`src/rtl/bridge_driver_pkg.sv`:
```
// Shared types and cycle-count helpers for the DRSSTC bridge driver.
package bridge_driver_pkg;

  typedef enum logic [1:0] {IDLE, RUN, DRAIN, LOCK} state_t;

  // Converts a time in units of 1/div us into clock cycles.
  function automatic int to_cyc(int mhz, int t, int div);
    return mhz * t / div;
  endfunction

  function automatic int dt_cyc(int mhz, int ns);
    int c;
    c = mhz * ns / 1000;
    return (c < 1) ? 1 : c;
  endfunction

  // Width of a counter that must hold the value n.
  function automatic int cnt_w(int n);
    return (n < 1) ? 1 : $clog2(n + 1);
  endfunction

endpackage

```
`src/rtl/bridge_driver_dead_time.sv`:
```
// One dead-time channel: tracks drive polarity and blanks both legs after each edge.
module dead_time_ch
  import bridge_driver_pkg::*;
#(
  parameter int DT_CYC = 10
) (
  input  logic clk,
  input  logic rst,
  input  logic sig,
  input  logic load_en,
  output logic sig_edge,
  output logic phase_a,
  output logic phase_b
);

  localparam int W = cnt_w(DT_CYC);
  localparam logic [W-1:0] DT_LD = W'(DT_CYC);

  logic         sig_q;
  logic [W-1:0] dt_cnt, dt_nxt;

  assign sig_edge = sig ^ sig_q;

  always_comb begin
    dt_nxt = dt_cnt;
    if (sig_edge || load_en) dt_nxt = DT_LD;
    else if (dt_cnt != '0)   dt_nxt = dt_cnt - 1'b1;
  end

  always_ff @(posedge clk or posedge rst) begin
    if (rst) begin
      sig_q  <= 1'b0;
      dt_cnt <= '0;
    end else begin
      sig_q  <= sig;
      dt_cnt <= dt_nxt;
    end
  end

  // Phases describe the value the gates take after this edge, so the top can register them.
  assign phase_a = (dt_nxt == '0) &  sig;
  assign phase_b = (dt_nxt == '0) & ~sig;

endmodule

```
`src/rtl/bridge_driver.sv`:
```
// Burst FSM for the H-bridge: zero-current turn-off, on-time limit and over-current lockout.
module bridge_driver
  import bridge_driver_pkg::*;
#(
  parameter int CLK_MHZ          = 100,
  parameter int DEAD_TIME_NS     = 100,
  parameter int MAX_ON_US        = 200,
  parameter int DRAIN_TIMEOUT_US = 4,
  parameter int LOCKOUT_US       = 1000
) (
  input  logic clk,
  input  logic rst,
  input  logic sig,
  input  logic intr,
  input  logic ocd,
  output logic gate_a,
  output logic gate_b,
  output logic active,
  output logic fault
);

  localparam int DT_CYC   = dt_cyc(CLK_MHZ, DEAD_TIME_NS);
  localparam int MAX_CYC  = to_cyc(CLK_MHZ, MAX_ON_US, 1);
  localparam int DRN_CYC  = to_cyc(CLK_MHZ, DRAIN_TIMEOUT_US, 1);
  localparam int LOCK_CYC = to_cyc(CLK_MHZ, LOCKOUT_US, 1);
  localparam int ON_W     = cnt_w(MAX_CYC);
  localparam int DRN_W    = cnt_w(DRN_CYC);
  localparam int LOCK_W   = cnt_w(LOCK_CYC);
  localparam logic [ON_W-1:0]   ON_LAST = ON_W'(MAX_CYC - 1);
  localparam logic [DRN_W-1:0]  DRN_LD  = DRN_W'(DRN_CYC - 1);
  localparam logic [LOCK_W-1:0] LOCK_LD = LOCK_W'(LOCK_CYC - 1);

  state_t              state, state_nxt;
  logic                intr_q, intr_rise, ocd_lat, lat_nxt;
  logic                load_en, stop, finish, burst_nxt;
  logic                sig_edge, phase_a, phase_b;
  logic [ON_W-1:0]     on_cnt, on_nxt;
  logic [DRN_W-1:0]    drn_cnt, drn_nxt;
  logic [LOCK_W-1:0]   lock_cnt, lock_nxt;

  assign intr_rise = intr & ~intr_q;

  dead_time_ch #(.DT_CYC(DT_CYC)) u_dt (
    .clk(clk), .rst(rst), .sig(sig), .load_en(load_en),
    .sig_edge(sig_edge), .phase_a(phase_a), .phase_b(phase_b)
  );

  always_comb begin
    state_nxt = state;
    on_nxt    = on_cnt;
    drn_nxt   = drn_cnt;
    lock_nxt  = lock_cnt;
    lat_nxt   = ocd_lat;
    load_en   = 1'b0;
    stop      = 1'b0;
    finish    = 1'b0;
    case (state)
      IDLE: begin
        lat_nxt = 1'b0;
        if (ocd) begin
          state_nxt = LOCK;
          lock_nxt  = LOCK_LD;
        end else if (intr_rise) begin
          state_nxt = RUN;
          load_en   = 1'b1;
          on_nxt    = '0;
        end
      end
      RUN: begin
        if (on_cnt != ON_LAST) on_nxt = on_cnt + 1'b1;
        if (ocd) lat_nxt = 1'b1;
        stop = ocd | (on_cnt == ON_LAST) | ~intr;
        if (stop && sig_edge) begin
          finish = 1'b1;
        end else if (stop) begin
          state_nxt = DRAIN;
          drn_nxt   = DRN_LD;
        end
      end
      DRAIN: begin
        if (ocd) lat_nxt = 1'b1;
        if (sig_edge || drn_cnt == '0) finish = 1'b1;
        else                           drn_nxt = drn_cnt - 1'b1;
      end
      LOCK: begin
        if (ocd) begin
          lock_nxt = LOCK_LD;
        end else if (lock_cnt == '0) begin
          state_nxt = IDLE;
          lat_nxt   = 1'b0;
        end else begin
          lock_nxt = lock_cnt - 1'b1;
        end
      end
      default: state_nxt = IDLE;
    endcase
    // Turn-off lands in LOCK if over-current was seen anywhere in this burst.
    if (finish) begin
      if (lat_nxt) begin
        state_nxt = LOCK;
        lock_nxt  = LOCK_LD;
      end else begin
        state_nxt = IDLE;
        lat_nxt   = 1'b0;
      end
    end
  end

  assign burst_nxt = (state_nxt == RUN) || (state_nxt == DRAIN);

  always_ff @(posedge clk or posedge rst) begin
    if (rst) begin
      state    <= IDLE;
      intr_q   <= 1'b0;
      ocd_lat  <= 1'b0;
      on_cnt   <= '0;
      drn_cnt  <= '0;
      lock_cnt <= '0;
      gate_a   <= 1'b0;
      gate_b   <= 1'b0;
      active   <= 1'b0;
      fault    <= 1'b0;
    end else begin
      state    <= state_nxt;
      intr_q   <= intr;
      ocd_lat  <= lat_nxt;
      on_cnt   <= on_nxt;
      drn_cnt  <= drn_nxt;
      lock_cnt <= lock_nxt;
      gate_a   <= burst_nxt & phase_a;
      gate_b   <= burst_nxt & phase_b;
      active   <= burst_nxt;
      fault    <= lat_nxt | (state_nxt == LOCK);
    end
  end

endmodule

```
`config.mk`:
```
export PLATFORM = sky130hd
export DESIGN_NAME = bridge_driver
export DESIGN_NICKNAME = d
export VERILOG_FILES = /design/src/rtl/bridge_driver_pkg.sv /design/src/rtl/bridge_driver_dead_time.sv /design/src/rtl/bridge_driver.sv
export SDC_FILE = /design/constraint.sdc
export NUM_CORES = 1
export LEC_CHECK = 0
export BUFFER_PORTS_ARGS = -buffer_cell sky130_fd_sc_hd__clkbuf_2
export CORE_AREA = 8 8 103 105
export DETAILED_ROUTE_END_ITERATION = 6
export DIE_AREA = 0 0 111 113
export MAX_ROUTING_LAYER = met4
export PLACE_DENSITY = 0.59
export SLEW_MARGIN = 20
export SYNTH_ARGS = -nofsm -noshare
export SYNTH_HDL_FRONTEND = slang
export SYNTH_SLANG_ARGS = --single-unit
```
`constraint.sdc`:
```
create_clock -name clk -period 2.9 [get_ports clk]
set_input_delay 0.29 -clock clk [delete_from_list [all_inputs] [get_ports clk]]
set_output_delay 0.29 -clock clk [all_outputs]
set_load 0.01 [all_outputs]
```
==> results.md <==
STA:
- The final hold violation count is 0.
- The setup TNS is 0 ns.
- The transition time at the pin with the least slew margin is between 0.7 and 0.8 ns.
- The worst hold slack is 0.0533 ns.
- For this run, the top clock speed supported by timing is roughly 380 MHz.
- Setup violations remaining at the end of the flow were counted as 0.
- Dividing the final minimum period by the clock period gives 0.920.
- For the final database, setup skew stands at 0.0134 ns.
- Setup repair after global routing left no endpoint under its margin.
- The time the worst path needs with I/O delays and setup is around 2.7 ns.
- The final count of pins violating max slew is 0.
- The max-slew headroom at the worst pin is 0.524.

Yosys:
- Synthesis produced between 300 and 400 cells.
- The async set or reset register ratio after synthesis is 1.00.
- For this run, the register share of the synthesized area comes to 0.389.
- Counting flops with a built-in enable in the synthesized netlist gives 0.
- The distinct cell type count after synthesis is 62.
- The total standard cell area after synthesis is 3470 µm².
- After synthesis, the mean cell area works out to ~9 µm².
- The number of synthesized register bits is 54.
- The post-synthesis net count is between 400 and 500.
- The total of warnings raised by yosys is 0.
- The most used flip-flop cell after synthesis is sky130_fd_sc_hd__dfrtp_1.

Route:
- The count of nets left with antenna violations once routing finished came out at 0.
- In the final routed layout, each cell accounts on average for roughly 17 µm.
- The routed layout has 3160 vias.
- The DRC violation total after the first TritonRoute iteration is 162.
- For this run, the detailed router's first-pass iteration total came to 4.
- After detailed routing, the number of remaining DRC violations is 0.
- The final wirelength is 8780 µm.
- In the routed layout, each cell is associated on average with a via count of a little over 6.

Clock tree:
- The CTS root buffer is sky130_fd_sc_hd__clkbuf_8.
- The number of buffers added for setup after CTS is 0.
- CTS built an H-tree with a depth of 2.
- The clock transition time at the flip-flop clock pins of the worst setup and hold paths is ~0.12 ns.
- The clock tree from TritonCTS is built.
- The total CTS buffers is 5.
- The longest clock path from root to sink contains 2 buffers.
- The clock insertion delay at the later pin of the skew report is approximately 0.33 ns.
- The tree built by TritonCTS fans out to 54 sinks.

Power:
- The share of total power dissipated in sequential elements is 0.343.
- The internal portion of the total power is between 1500 and 2000 µW.
- The net switching fraction of the power is 0.469.
- The share of total power dissipated in the clock network is 0.135.
- The power density over the cells is between 900 and 1000 nW/µm².
- The worst-case IR drop observed on VDD is between 0.5 and 0.6 mV.
- In this run the power spent charging and discharging nets is 1660 µW.
- The standby leakage power is approximately 0.0015 µW.
- The share of total power dissipated in combinational logic is 0.522.
- Summing internal, switching and leakage power gives about 3500 µW.

Setup path:
- By startpoint and endpoint, the worst setup path is classified as register to register.
- The reg-to-reg endpoint is gate_a.
- The arrival time at the worst endpoint is roughly 2.9 ns.
- In this run the critical register-to-register path is launched from drn_cnt[0].
- STA classifies the critical path startpoint as a register.
- In this design, the stage delay of the slowest critical-path cell is 0.41 ns.
- The critical path goes through inv_1 -> ha_1 -> nor3b_1 -> a31oi_1 -> or3_1 -> or3_1 -> o31ai_1 -> ha_1 -> nor4b_2 -> and2_1.
- For this design, the slowest cell found on the critical path is sky130_fd_sc_hd__or3_1.
- The maximum fanout along the worst path is 4.
- In this run the worst setup path begins at drn_cnt[0].
- STA classifies the critical path endpoint as a register.
- The flop-to-flop setup slack is ~0.23 ns.
- The data required time at the worst endpoint is around 3.1 ns.
- The number of cell instances on the worst register-to-register path is 10.

Global routing:
- The initial antenna violation count was 0.
- For this run, the total global-route usage over all layers was measured as 0.147.
- The number of global-route vias before repair came to roughly 3100.
- The first global-routing pass estimated 15300 µm of wire.
- The largest net degree at the start of global routing is 33.
- The total overflow left after global routing is 0.

Floorplan:
- The number of top-level pins is 9.
- The die height is about 110 µm.
- In this run the core area contains 35 standard-cell rows.
- The die covers 12500 µm².
- The floorplan step set the die width to around 110 µm.
- The area of the core is 8980 µm².
- The effective utilization at floorplan is 0.386.

Placement:
- Summed over all nets, the half-perimeter wirelength after detailed placement is ~6300 µm.
- The number of placed instances, taps included is between 500 and 600.
- Routability-driven placement finished with a final weighted congestion of approximately 0.9.
- The number of port buffers is 8.

Job:
- The count of max-cap constraint violations is 0.

Finish:
- From synthesis to final layout, the design area changed by 9.34%.
- The number of diodes added for antenna fixing is 0.
- Leaving out filler cells and counting taps, the final layout contains roughly 520.
- Leaving out fill and tap cells, the most frequent cells in the layout are sky130_fd_sc_hd__dfrtp_1, sky130_fd_sc_hd__nor2_1, sky130_fd_sc_hd__a21oi_1, sky130_fd_sc_hd__nand2_1, sky130_fd_sc_hd__o21ai_0.
- For this run, the post-layout net count is 427.
- The ratio of cells with drive above 1 in the final layout is 0.136.
- The multi-input combinational cells in the finished layout cover a total of ~2000 µm².
- The number of fillers in the final layout is 878.
- In the final layout, flip-flops and latches occupy about 1400 µm².
- The most common library cell in the layout ignoring fill and taps is sky130_fd_sc_hd__dfrtp_1.

Hold path:
- The type of the tightest min-delay check is input port to async pin.

Status:
- The run finished with clean final reports.
==> through the flow <==
stage	setup WS [ns]	utilization	cell area, µm²
floorplan	0.254	-	3470
global placement	0.251	0.410	3680
detailed placement	0.139	0.410	3680
CTS	0.118	0.421	3780
global route	0.0513	0.423	3790
finish	0.233	0.423	3790
==> layout make-up <==
type | count | area share
clock inverter | 3 | 0.00759
sequential | 54 | 0.356
timing repair buffer | 24 | 0.0422
multi-input combinational | 309 | 0.522
tap | 111 | 0.0366
inverter | 17 | 0.0168
clock buffer | 5 | 0.0181
==> power groups by stage <==
stage / logic [µW] / registers (µW) / clock network [µW]
after floorplan: 1340 / 1160 / 0
after global placement: 1790 / 1210 / 0
after detailed placement: 1820 / 1220 / 0
after CTS: 1830 / 1200 / 501
after global routing: 2060 / 1240 / 520
final: 1840 / 1210 / 477
==> synth_stat cells, types with 3 or more instances <==
cell | n | share of area
sky130_fd_sc_hd__o21ai_2 | 3 | 0.0076
sky130_fd_sc_hd__buf_2 | 4 | 0.0058
sky130_fd_sc_hd__nor2b_1 | 4 | 0.0072
sky130_fd_sc_hd__nor2_1 | 36 | 0.039
sky130_fd_sc_hd__dfrtp_1 | 54 | 0.39
sky130_fd_sc_hd__or3_1 | 12 | 0.022
sky130_fd_sc_hd__a31oi_1 | 10 | 0.018
sky130_fd_sc_hd__nand3b_1 | 3 | 0.0065
sky130_fd_sc_hd__o31ai_1 | 12 | 0.026
sky130_fd_sc_hd__and2_1 | 4 | 0.0072
sky130_fd_sc_hd__nor3b_1 | 9 | 0.019
sky130_fd_sc_hd__nand2_1 | 31 | 0.034
sky130_fd_sc_hd__nand2b_1 | 4 | 0.0072
sky130_fd_sc_hd__inv_1 | 17 | 0.018
sky130_fd_sc_hd__clkbuf_1 | 7 | 0.0076
sky130_fd_sc_hd__ha_1 | 11 | 0.040
sky130_fd_sc_hd__o21ai_1 | 3 | 0.0043
sky130_fd_sc_hd__xnor2_1 | 3 | 0.0076
sky130_fd_sc_hd__o22ai_1 | 4 | 0.0072
sky130_fd_sc_hd__or2_2 | 3 | 0.0054
sky130_fd_sc_hd__o21ai_0 | 23 | 0.033
sky130_fd_sc_hd__or4_1 | 10 | 0.022
sky130_fd_sc_hd__a311oi_1 | 4 | 0.010
sky130_fd_sc_hd__nor3_1 | 12 | 0.017
sky130_fd_sc_hd__o221ai_1 | 4 | 0.010
sky130_fd_sc_hd__a21oi_1 | 34 | 0.049
sky130_fd_sc_hd__and3_1 | 5 | 0.0090
sky130_fd_sc_hd__nor4_1 | 6 | 0.011
sky130_fd_sc_hd__o221a_2 | 3 | 0.0097
sky130_fd_sc_hd__a211oi_1 | 5 | 0.011
sky130_fd_sc_hd__nand3_1 | 8 | 0.012
sky130_fd_sc_hd__nand4_1 | 7 | 0.013
==> routing by layer <==
layer  wire length [µm]  track usage  vias to the layer above
met5                  0            -                        -
met4                143       0.0477                        0
met3                325       0.0212                       14
met2               4240        0.238                       69
met1               4070        0.186                     1544
li1                   -            -                     1533
==> registers in the layout, summed over array words and instances (netlist names) <==
| register | flops |
|---|---|
| state | 2 |
| ocd_lat | 1 |
| drn_cnt | 9 |
| fault | 1 |
| on_cnt | 15 |
| intr_q | 1 |
| gate_a | 1 |
| active | 1 |
| gate_b | 1 |
| u_dt.sig_q | 1 |
| u_dt.dt_cnt | 4 |
| lock_cnt | 17 |
==> worst max path at each step <==
stage | to | slack (ns)
after floorplan | gate_b | 0.25
after global placement | gate_b | 0.25
after detailed placement | gate_b | 0.14
after CTS | gate_b | 0.12
after global routing | gate_a | 0.05
final | gate_a | 0.23
==> repair_timing <==
action | CTS | global route
endpoints found under the setup margin | 0 | 2
resized for setup | 0 | 2
hold buffers | 0 | 0
==> kinds of logic (layout without fill, tap and decap cells) <==
| logic type | after synthesis | count (layout) | share of synthesized area |
|---|---|---|---|
| buffers and inverters | 33 | 49 | 0.0426 |
| AO/OA/AOI/OAI | 125 | 125 | 0.239 |
| multiplexers | 3 | 3 | 0.00938 |
| flip-flops | 54 | 54 | 0.389 |
| AND/OR/NAND/NOR | 166 | 166 | 0.268 |
| XOR/XNOR | 4 | 4 | 0.0123 |
| adder cells (fa/ha/maj) | 11 | 11 | 0.0397 |
==> critical path, delay by kind of cell (launching register included) <==
family | cells | cell delay [ns]
DFF | 1 | 0.39
AOI/OAI and AO/OA | 2 | 0.26
adders and majority gates | 2 | 0.46
buffers and inverters | 1 | 0.11
and+or+nand+nor | 5 | 1.35
No activity file was read; power rests on OpenSTA's default activity.
